## src/rtl/log2_pkg.sv

```systemverilog
// Shared helpers for the streaming log2 unit: result-width derivation,
// leading-one search and the elaboration-time fraction table generator.
package log2_pkg;

   // Fixed-point precision used while generating the fraction table.
   localparam int LUT_PREC  = 30;
   localparam int LUT_GUARD = 6;

   function automatic int calc_int_w(input int din_w);
      return $clog2(din_w) + 1;
   endfunction

   function automatic int calc_dout_w(input int din_w, input int frac_out);
      return calc_int_w(din_w) + frac_out;
   endfunction

   function automatic int calc_idx_w(input int din_w);
      return (din_w > 1) ? $clog2(din_w) : 1;
   endfunction

   // Highest set bit of v; returns 0 for v==0, so callers must flag zero separately.
   function automatic int lead_one_index(input logic [63:0] v);
      int idx;
      idx = 0;
      for (int k = 0; k < 64; k++) begin
         if (v[k]) idx = k;
      end
      return idx;
   endfunction

   // round(log2(1 + k/2^addr_w) * 2^frac_w), saturated to the fraction range.
   function automatic int lut_entry(input int k, input int addr_w, input int frac_w);
      logic [63:0] x;
      logic [63:0] two;
      int          bits;
      int          r;
      int          lim;
      two  = 64'd2 << LUT_PREC;
      x    = (64'd1 << LUT_PREC) + ((64'(k) << LUT_PREC) >> addr_w);
      bits = 0;
      // Each squaring of the mantissa in [1,2) yields the next log2 fraction bit.
      for (int n = 0; n < frac_w + LUT_GUARD; n++) begin
         x    = (x * x) >> LUT_PREC;
         bits = bits * 2;
         if (x >= two) begin
            bits = bits + 1;
            x    = x >> 1;
         end
      end
      r   = (bits + (1 << (LUT_GUARD - 1))) >> LUT_GUARD;
      lim = (1 << frac_w) - 1;
      return (r > lim) ? lim : r;
   endfunction

endpackage

```

## src/rtl/log2_lod.sv

```systemverilog
// Combinational leading-one detector: index of the highest set bit plus a
// zero flag for an all-zero vector. Supports widths up to 64 bits.
module log2_lod
   import log2_pkg::*;
#(
   parameter int W  = 24,
   parameter int PW = calc_idx_w(W)
) (
   input  logic [W-1:0]  vec,
   output logic [PW-1:0] idx,
   output logic          zero
);

   always_comb begin
      idx  = PW'(lead_one_index(64'(vec)));
      zero = (vec == '0);
   end

endmodule

```

## src/rtl/log2_stream.sv

```systemverilog
// Pipelined fixed-point log2 with valid/ready on both sides: leading-one
// detect, normalise to a table address, then table lookup into {int, frac}.
module log2_stream
   import log2_pkg::*;
#(
   parameter int  DIN_W    = 24,
   parameter int  FRAC_IN  = 8,
   parameter int  LUT_ADDR = 6,
   parameter int  FRAC_OUT = 8,
   localparam int INT_W    = calc_int_w(DIN_W),
   localparam int DOUT_W   = calc_dout_w(DIN_W, FRAC_OUT)
) (
   input  logic              clk,
   input  logic              rst,
   input  logic              in_valid,
   output logic              in_ready,
   input  logic [DIN_W-1:0]  din,
   output logic              out_valid,
   input  logic              out_ready,
   output logic [DOUT_W-1:0] dout,
   output logic              out_zero
);

   localparam int                IDX_W     = calc_idx_w(DIN_W);
   localparam int                LUT_SIZE  = 1 << LUT_ADDR;
   localparam logic [DOUT_W-1:0] ZERO_CODE = DOUT_W'(1) << (DOUT_W - 1);

   logic                        advance;

   logic                        s1_valid_q, s1_valid_d;
   logic [DIN_W-1:0]            s1_din_q,   s1_din_d;
   logic [IDX_W-1:0]            s1_idx_q,   s1_idx_d;
   logic                        s1_zero_q,  s1_zero_d;

   logic                        s2_valid_q, s2_valid_d;
   logic [LUT_ADDR-1:0]         s2_addr_q,  s2_addr_d;
   logic [INT_W-1:0]            s2_int_q,   s2_int_d;
   logic                        s2_zero_q,  s2_zero_d;

   logic                        out_valid_q, out_valid_d;
   logic [DOUT_W-1:0]           dout_q,      dout_d;
   logic                        out_zero_q,  out_zero_d;

   logic [IDX_W-1:0]            lod_idx;
   logic                        lod_zero;
   logic [DIN_W+LUT_ADDR-1:0]   norm_ext;
   logic [LUT_ADDR-1:0]         norm_addr;
   logic [INT_W-1:0]            norm_int;

   logic [FRAC_OUT-1:0]         lut_rom [LUT_SIZE];

   // Fraction table is a constant ROM built at elaboration.
   for (genvar gi = 0; gi < LUT_SIZE; gi++) begin : g_lut
      localparam int ENTRY = lut_entry(gi, LUT_ADDR, FRAC_OUT);
      assign lut_rom[gi] = FRAC_OUT'(ENTRY);
   end

   log2_lod #(
      .W  (DIN_W),
      .PW (IDX_W)
   ) u_lod (
      .vec  (din),
      .idx  (lod_idx),
      .zero (lod_zero)
   );

   always_comb begin
      advance  = !out_valid_q || out_ready;
      in_ready = advance;

      // Shifting the zero-padded operand right by p leaves the LUT_ADDR bits
      // just below the leading one at the bottom; short operands get zero fill.
      norm_ext  = {s1_din_q, {LUT_ADDR{1'b0}}};
      norm_addr = LUT_ADDR'(norm_ext >> s1_idx_q);
      norm_int  = INT_W'(int'(s1_idx_q) - FRAC_IN);

      s1_valid_d  = s1_valid_q;
      s1_din_d    = s1_din_q;
      s1_idx_d    = s1_idx_q;
      s1_zero_d   = s1_zero_q;
      s2_valid_d  = s2_valid_q;
      s2_addr_d   = s2_addr_q;
      s2_int_d    = s2_int_q;
      s2_zero_d   = s2_zero_q;
      out_valid_d = out_valid_q;
      dout_d      = dout_q;
      out_zero_d  = out_zero_q;

      if (advance) begin
         s1_valid_d  = in_valid;
         s1_din_d    = din;
         s1_idx_d    = lod_idx;
         s1_zero_d   = lod_zero;

         s2_valid_d  = s1_valid_q;
         s2_addr_d   = norm_addr;
         s2_int_d    = norm_int;
         s2_zero_d   = s1_zero_q;

         out_valid_d = s2_valid_q;
         out_zero_d  = s2_valid_q && s2_zero_q;
         dout_d      = s2_zero_q ? ZERO_CODE : {s2_int_q, lut_rom[s2_addr_q]};
      end
   end

   always_ff @(posedge clk or posedge rst) begin
      if (rst) begin
         s1_valid_q  <= 1'b0;
         s1_din_q    <= '0;
         s1_idx_q    <= '0;
         s1_zero_q   <= 1'b0;
         s2_valid_q  <= 1'b0;
         s2_addr_q   <= '0;
         s2_int_q    <= '0;
         s2_zero_q   <= 1'b0;
         out_valid_q <= 1'b0;
         dout_q      <= '0;
         out_zero_q  <= 1'b0;
      end else begin
         s1_valid_q  <= s1_valid_d;
         s1_din_q    <= s1_din_d;
         s1_idx_q    <= s1_idx_d;
         s1_zero_q   <= s1_zero_d;
         s2_valid_q  <= s2_valid_d;
         s2_addr_q   <= s2_addr_d;
         s2_int_q    <= s2_int_d;
         s2_zero_q   <= s2_zero_d;
         out_valid_q <= out_valid_d;
         dout_q      <= dout_d;
         out_zero_q  <= out_zero_d;
      end
   end

   assign out_valid = out_valid_q;
   assign dout      = dout_q;
   assign out_zero  = out_zero_q;

endmodule

```

## config.mk

```make
export PLATFORM = sky130hd
export DESIGN_NAME = log2_stream
export DESIGN_NICKNAME = d
export VERILOG_FILES = /design/src/rtl/log2_pkg.sv /design/src/rtl/log2_lod.sv /design/src/rtl/log2_stream.sv
export SDC_FILE = /design/constraint.sdc
export NUM_CORES = 1
export LEC_CHECK = 0
export BUFFER_PORTS_ARGS = -buffer_cell sky130_fd_sc_hd__buf_2
export CAP_MARGIN = 20
export CORE_ASPECT_RATIO = 1.2
export CORE_MARGIN = 10
export CORE_UTILIZATION = 55
export CTS_BUF_LIST = sky130_fd_sc_hd__clkbuf_16
export DETAILED_ROUTE_END_ITERATION = 7
export GPL_ROUTABILITY_DRIVEN = 0
export GPL_TIMING_DRIVEN = 0
export PLACE_DENSITY = 0.79
export SYNTH_ARGS = -nofsm -noshare
export SYNTH_HDL_FRONTEND = slang
export SYNTH_SLANG_ARGS = --single-unit
```

## constraint.sdc

```tcl
create_clock -name clk -period 4.4 [get_ports clk]
set_input_delay 0.22 -clock clk [delete_from_list [all_inputs] [get_ports clk]]
set_output_delay 0.22 -clock clk [all_outputs]
set_load 0.01 [all_outputs]
```

-- Yosys cells after proc, flatten, opt, wreduce, memory -nomap -nowiden
Memory sizes are Yosys's and may differ from the RTL's.
Cells that the tools add are included.
- output and inout bits: 17
- memory bits (read-only): 512
- flip-flop bits (word level): 61
- bits of input ports: 28
- memories kept: 1
- memory list (name ; depth ; width ; rd ports ; clocked after memory_dff ; wr ports ; line ; source):
    (no name shown) ; 64 ; 8 ; 1 ; 0 ; 0 ; log2_stream.sv:102 ; dout_d = s2_zero_q ? ZERO_CODE : {s2_int_q, lut_rom[s2_addr_q]};
- multiplexer cells: 26
- magnitude comparators: 1
- bitwise operators: 1
- add/subtract/negate cells: 1
- reduce and logical (&&, ||, !) cells: 4
- shift operators: 1
- operators with widths (cell ; count):
    5-bit two-way mux ; 8
    4-bit two-way mux ; 8
    30-bit by 5-bit right shift with 6-bit output ; 1
    24-bit logical NOT ; 1
    8-bit two-way mux ; 2
    14-bit two-way mux ; 1
    3-bit two-way mux ; 4
    7-bit greater-or-equal comparator (second input constant) ; 1
    6-bit inverter with 7-bit output ; 1
    5-bit by 4-bit subtractor with 6-bit output (second input constant) ; 1
    2-bit two-way mux ; 2
    1-bit logical AND ; 1
    1-bit logical NOT ; 1
    1-bit logical OR ; 1
    1-bit two-way mux ; 1

-- Depth between registers and ports, before layout
- word-level depth: 23
- mapped depth: 8
- depth with buffers taken out: 7

-- Cells and area by module
Synthesis repeated with hierarchy kept, for this count alone.
- cells, all modules: 521
- area total of the unflattened synthesis: 4356.7 µm²
- by module, submodules not included (module ; times used ; area an instance (µm²) ; seq. area each (µm²) ; cells each):
    log2_stream ; 1 ; 4086.4 ; 1526.5 ; 475
    log2_lod ; 1 ; 270.3 ; 0.0 ; 46

-- Least setup slack after synthesis
No wires, ideal clock.
- path kind: register -> register
- from: reg s2_addr_q[1]
- to: reg dout_q[1] (netlist: dout[1])
- cell stages (with the launch flop): 8
- setup time: 0.082 ns
- slack: 2.360 ns
- required time: 4.318 ns
- arrival time: 1.958 ns
- path through: dfrtp_1 clkbuf_1 inv_1 ha_1 nor2b_1 a2111oi_0 or4_1 a31oi_1
- longest elaborated chain between the ends: 5
- RTL lines (what ; line ; source):
    start, declared ; log2_stream.sv:36 ; logic [LUT_ADDR-1:0] s2_addr_q, s2_addr_d;
    start signal, assigned ; log2_stream.sv:125 ; s2_addr_q <= s2_addr_d;
    6-bit inverter with 7-bit output (implied by the code) ; log2_stream.sv:102 ;
    memory read 64 x 8 bit ; -- ;
    8-bit two-way mux (implied by the code) (2 in series) ; log2_stream.sv:102 ;
    14-bit two-way mux ; log2_stream.sv:102 ;
    end signal, assigned ; log2_stream.sv:129 ; dout_q <= dout_d;
    end, declared ; log2_stream.sv:41 ; logic [DOUT_W-1:0] dout_q, dout_d;
No other way between the ends. The select of a mux whose other input is x is not followed.
A chain may end at the register's enable or synchronous reset.

-- Final worst setup path
- from: reg s2_addr_q[1]
- to: reg dout_q[3] (netlist: dout[3])
The elaborated chain is that of the path after synthesis.

==> results.cfg <==
[logic_synthesis]
sequential_fraction_of_the_synthesis_area = 0.368
synth_seq_cells = 61
top_flip_flop_cell_by_instance_count_after_synthesis = sky130_fd_sc_hd__dfrtp_1
yosysTopAreaCell = sky130_fd_sc_hd__dfrtp_1
netlist_top_cells_area = sky130_fd_sc_hd__dfrtp_1 (37%), sky130_fd_sc_hd__nand2_1 (11%), sky130_fd_sc_hd__mux2i_1 (5.1%), sky130_fd_sc_hd__mux4_2 (4.3%), sky130_fd_sc_hd__nor2_1 (3.4%)
number_of_enable_type_register_cells_in_the_synthesized_netlist = 0
yosysWarningCount = 0
synthCells = 499
synthesis.area_per_instance_um2 = 8.32
synth_area_um2 = 4150
yosys.cell_types.count = 60
synth_top_area_share = 0.368
synthArstFlopShare = 1.00
postSynthNetCount = 536

[route]
initialDrtViolationCount = 455
top_layer = met4
finalWirelength_um = 12200
drt_first_pass_iters = 6
detail_route.vias_per_cell = 6.26
route.layer.met1.wl_um = 4830
routed-wl-met3_um = 953
wl_per_cell_um = 18.7
ant_nets = 0
drc = 0
dr_total_vias = 4077
dr_wl_met2_um = 5900

[min_path]
holdCritPathClass = input pin to register
holdPathStages = 3
whs_endpoint = s1_valid_q
min-delay-start = in_valid

[grt]
vias_in_the_first_global_route = 4145
global_route_wire_length_before_repair_um = 20300
gr-usage-all-layers = 0.214
antenna_found_initial = 0
grt_remaining_overflow = 0
pin_count_of_the_biggest_net_entering_global_routing = 37

[critical_path]
timing.critical_path.from_type = register
slowest_stage = sky130_fd_sc_hd__ha_1
crit_path_max_fanout = 9
arrival_ns = 2.80
worstSetupPathType = register to register
setup.worst_path.end_class = register
worstRegToRegCells = 8
cp_cell_sequence = clkbuf_1 > inv_1 > ha_1 > nor2b_1 > a21o_1 > a211oi_1 > a21oi_1 > o31ai_1
cp_data_required_time_ns = 4.63
rrSetupSlack_ns = 1.84
worstReg2RegStart = s2_addr_q[1]
rr_endpoint = dout[3]
cp_slowest_stage_delay_ns = 0.43

[power_and_ir_drop]
power_density_nw_per_um2 = 650
total_power_mw = 3.13
worst_ir_drop_vdd_mv = 0.399
power_leakage_nw = 2.26

[floorplanning]
initial_utilization = 0.568
dieArea_um2 = 11400
io_pins = 45
number_of_rows_in_the_core_area = 34
die-height_um = 115
design.core.area_um2 = 7320
die-width_um = 99.3

[job]
drv.max_cap_violation_count = 0

[final_layout]
layout.cells.most_common = sky130_fd_sc_hd__nand2_1
postLayoutCellArea_um2 = 4820
commonest_cells_after_routing_fill_and_taps_aside = sky130_fd_sc_hd__nand2_1 (121), sky130_fd_sc_hd__dfrtp_1 (61), sky130_fd_sc_hd__buf_2 (53)
finish.net_count = 593
antenna-diode-count = 0
synth_to_final_area_change_pct = 16.0
final_layout_size_suffix_gt1_frac = 0.173
final_core_utilization = 0.658

[timing]
rsz0062_at_grt = false
finalMaxSlewViolations = 0
clock.fmax_mhz = 390
finalClockSkew_ns = 0.00570
final_period_minus_worst_setup_slack_ns = 2.56
tightestPinTransition_ns = 0.569
hold_violations = 0
slew_headroom = 0.621
setup_viol_count_final = 0
final_min_period_over_clock_period = 0.583
setup-tns-final_ns = 0

[clock_tree]
post_cts_buffers = 0
cts_htree_levels = 3
cts_root_buf = sky130_fd_sc_hd__clkbuf_16
tritoncts_num_sinks = 61
cts_inserted_buffers = 9
cts_buffer_depth = 2
cts_resized = 0
clkTransAtPathRegs_ns = 0.06
clock_tree_from_tritoncts = done
cts_hold_buf = 1
clock_insertion_delay_worst_skew_ns = 0.33

[placement]
detailed_place.area_um2 = 4510
place.detailed.hpwl_um = 8940
io_buffer_count = 44

[run_status]
status = finished, final reports clean
-- metal layers --
layer / up-vias / global-route usage
met3: 57 / 0.0456
li1: 1877 / -
met1: 1898 / 0.253
met4: 0 / 0.0947
met5: - / 0
met2: 245 / 0.364
-- logic make-up after synthesis --
kind of cell,Yosys count,synth area share
buffers and inverters,58,0.0633
flip-flops,61,0.368
multiplexers,39,0.121
AND/OR/NAND/NOR,213,0.223
AO/OA/AOI/OAI,117,0.193
adder cells (fa/ha/maj),9,0.0271
XOR/XNOR,2,0.00422
-- stage by stage --
stage | setup WS [ns] | hold WS, ns | cells
CTS | 1.90 | 0.0840 | 651
floorplan | 2.36 | 0.332 | 499
global placement | 1.98 | 0.419 | 633
global route | 1.66 | 0.0983 | 651
finish | 1.84 | 0.0974 | 651
detailed placement | 1.91 | 0.311 | 634
-- critical path, delay by kind of cell, from the launching register on --
family / cells / cell delay (ns)
flops: 1 / 0.42
fa+ha+maj: 1 / 0.43
buf+inv: 2 / 0.63
simple gates: 1 / 0.19
compound gates: 4 / 0.79
-- cell usage after synthesis (all sizes together) (10+ instances only) --
| library cell | instances |
|---|---|
| a21oi | 20 |
| dfrtp | 61 |
| buf | 24 |
| o21ai | 27 |
| inv | 17 |
| nand2 | 121 |
| mux2 | 10 |
| mux2i | 21 |
| clkbuf | 17 |
| nor2 | 38 |
| nor2b | 10 |
| nor3 | 11 |
-- state kept, by name, indices dropped and copies added (netlist names) --
register / count
s2_addr_q: 6
s1_valid_q: 1
out_zero: 1
s2_zero_q: 1
out_valid: 1
s2_int_q: 6
s1_idx_q: 5
s1_din_q: 24
s2_valid_q: 1
dout: 14
s1_zero_q: 1
-- where the power goes --
part	internal, mW	leakage [nW]	switching [mW]
Clock	0.440	0.150	0.259
Sequential	0.728	0.723	0.123
Combinational	0.641	1.38	0.939
-- worst max path at each step --
stage | startpoint | end | slack (ns) | cells past startpoint
floorplan | s2_addr_q[1] | dout[1] | 2.36 | 7
global route | s2_addr_q[1] | dout[3] | 1.66 | 8
finish | s2_addr_q[1] | dout[3] | 1.84 | 8
global placement | rst | s2_addr_q[0] | 1.98 | 2
CTS | s2_addr_q[1] | dout[3] | 1.90 | 8
detailed placement | s2_addr_q[1] | dout[3] | 1.91 | 8
-- cell type report --
class,count,area [um^2]
Buffer,41,199
Timing Repair Buffer,46,250
Sequential cell,61,1530
Fill cell,619,2500
Clock buffer,9,225
Inverter,17,63.8
Multi-Input combinational cell,380,2360
Tap cell,90,113
Clock inverter,7,75.1
No activity file was read; power rests on OpenSTA's default activity.
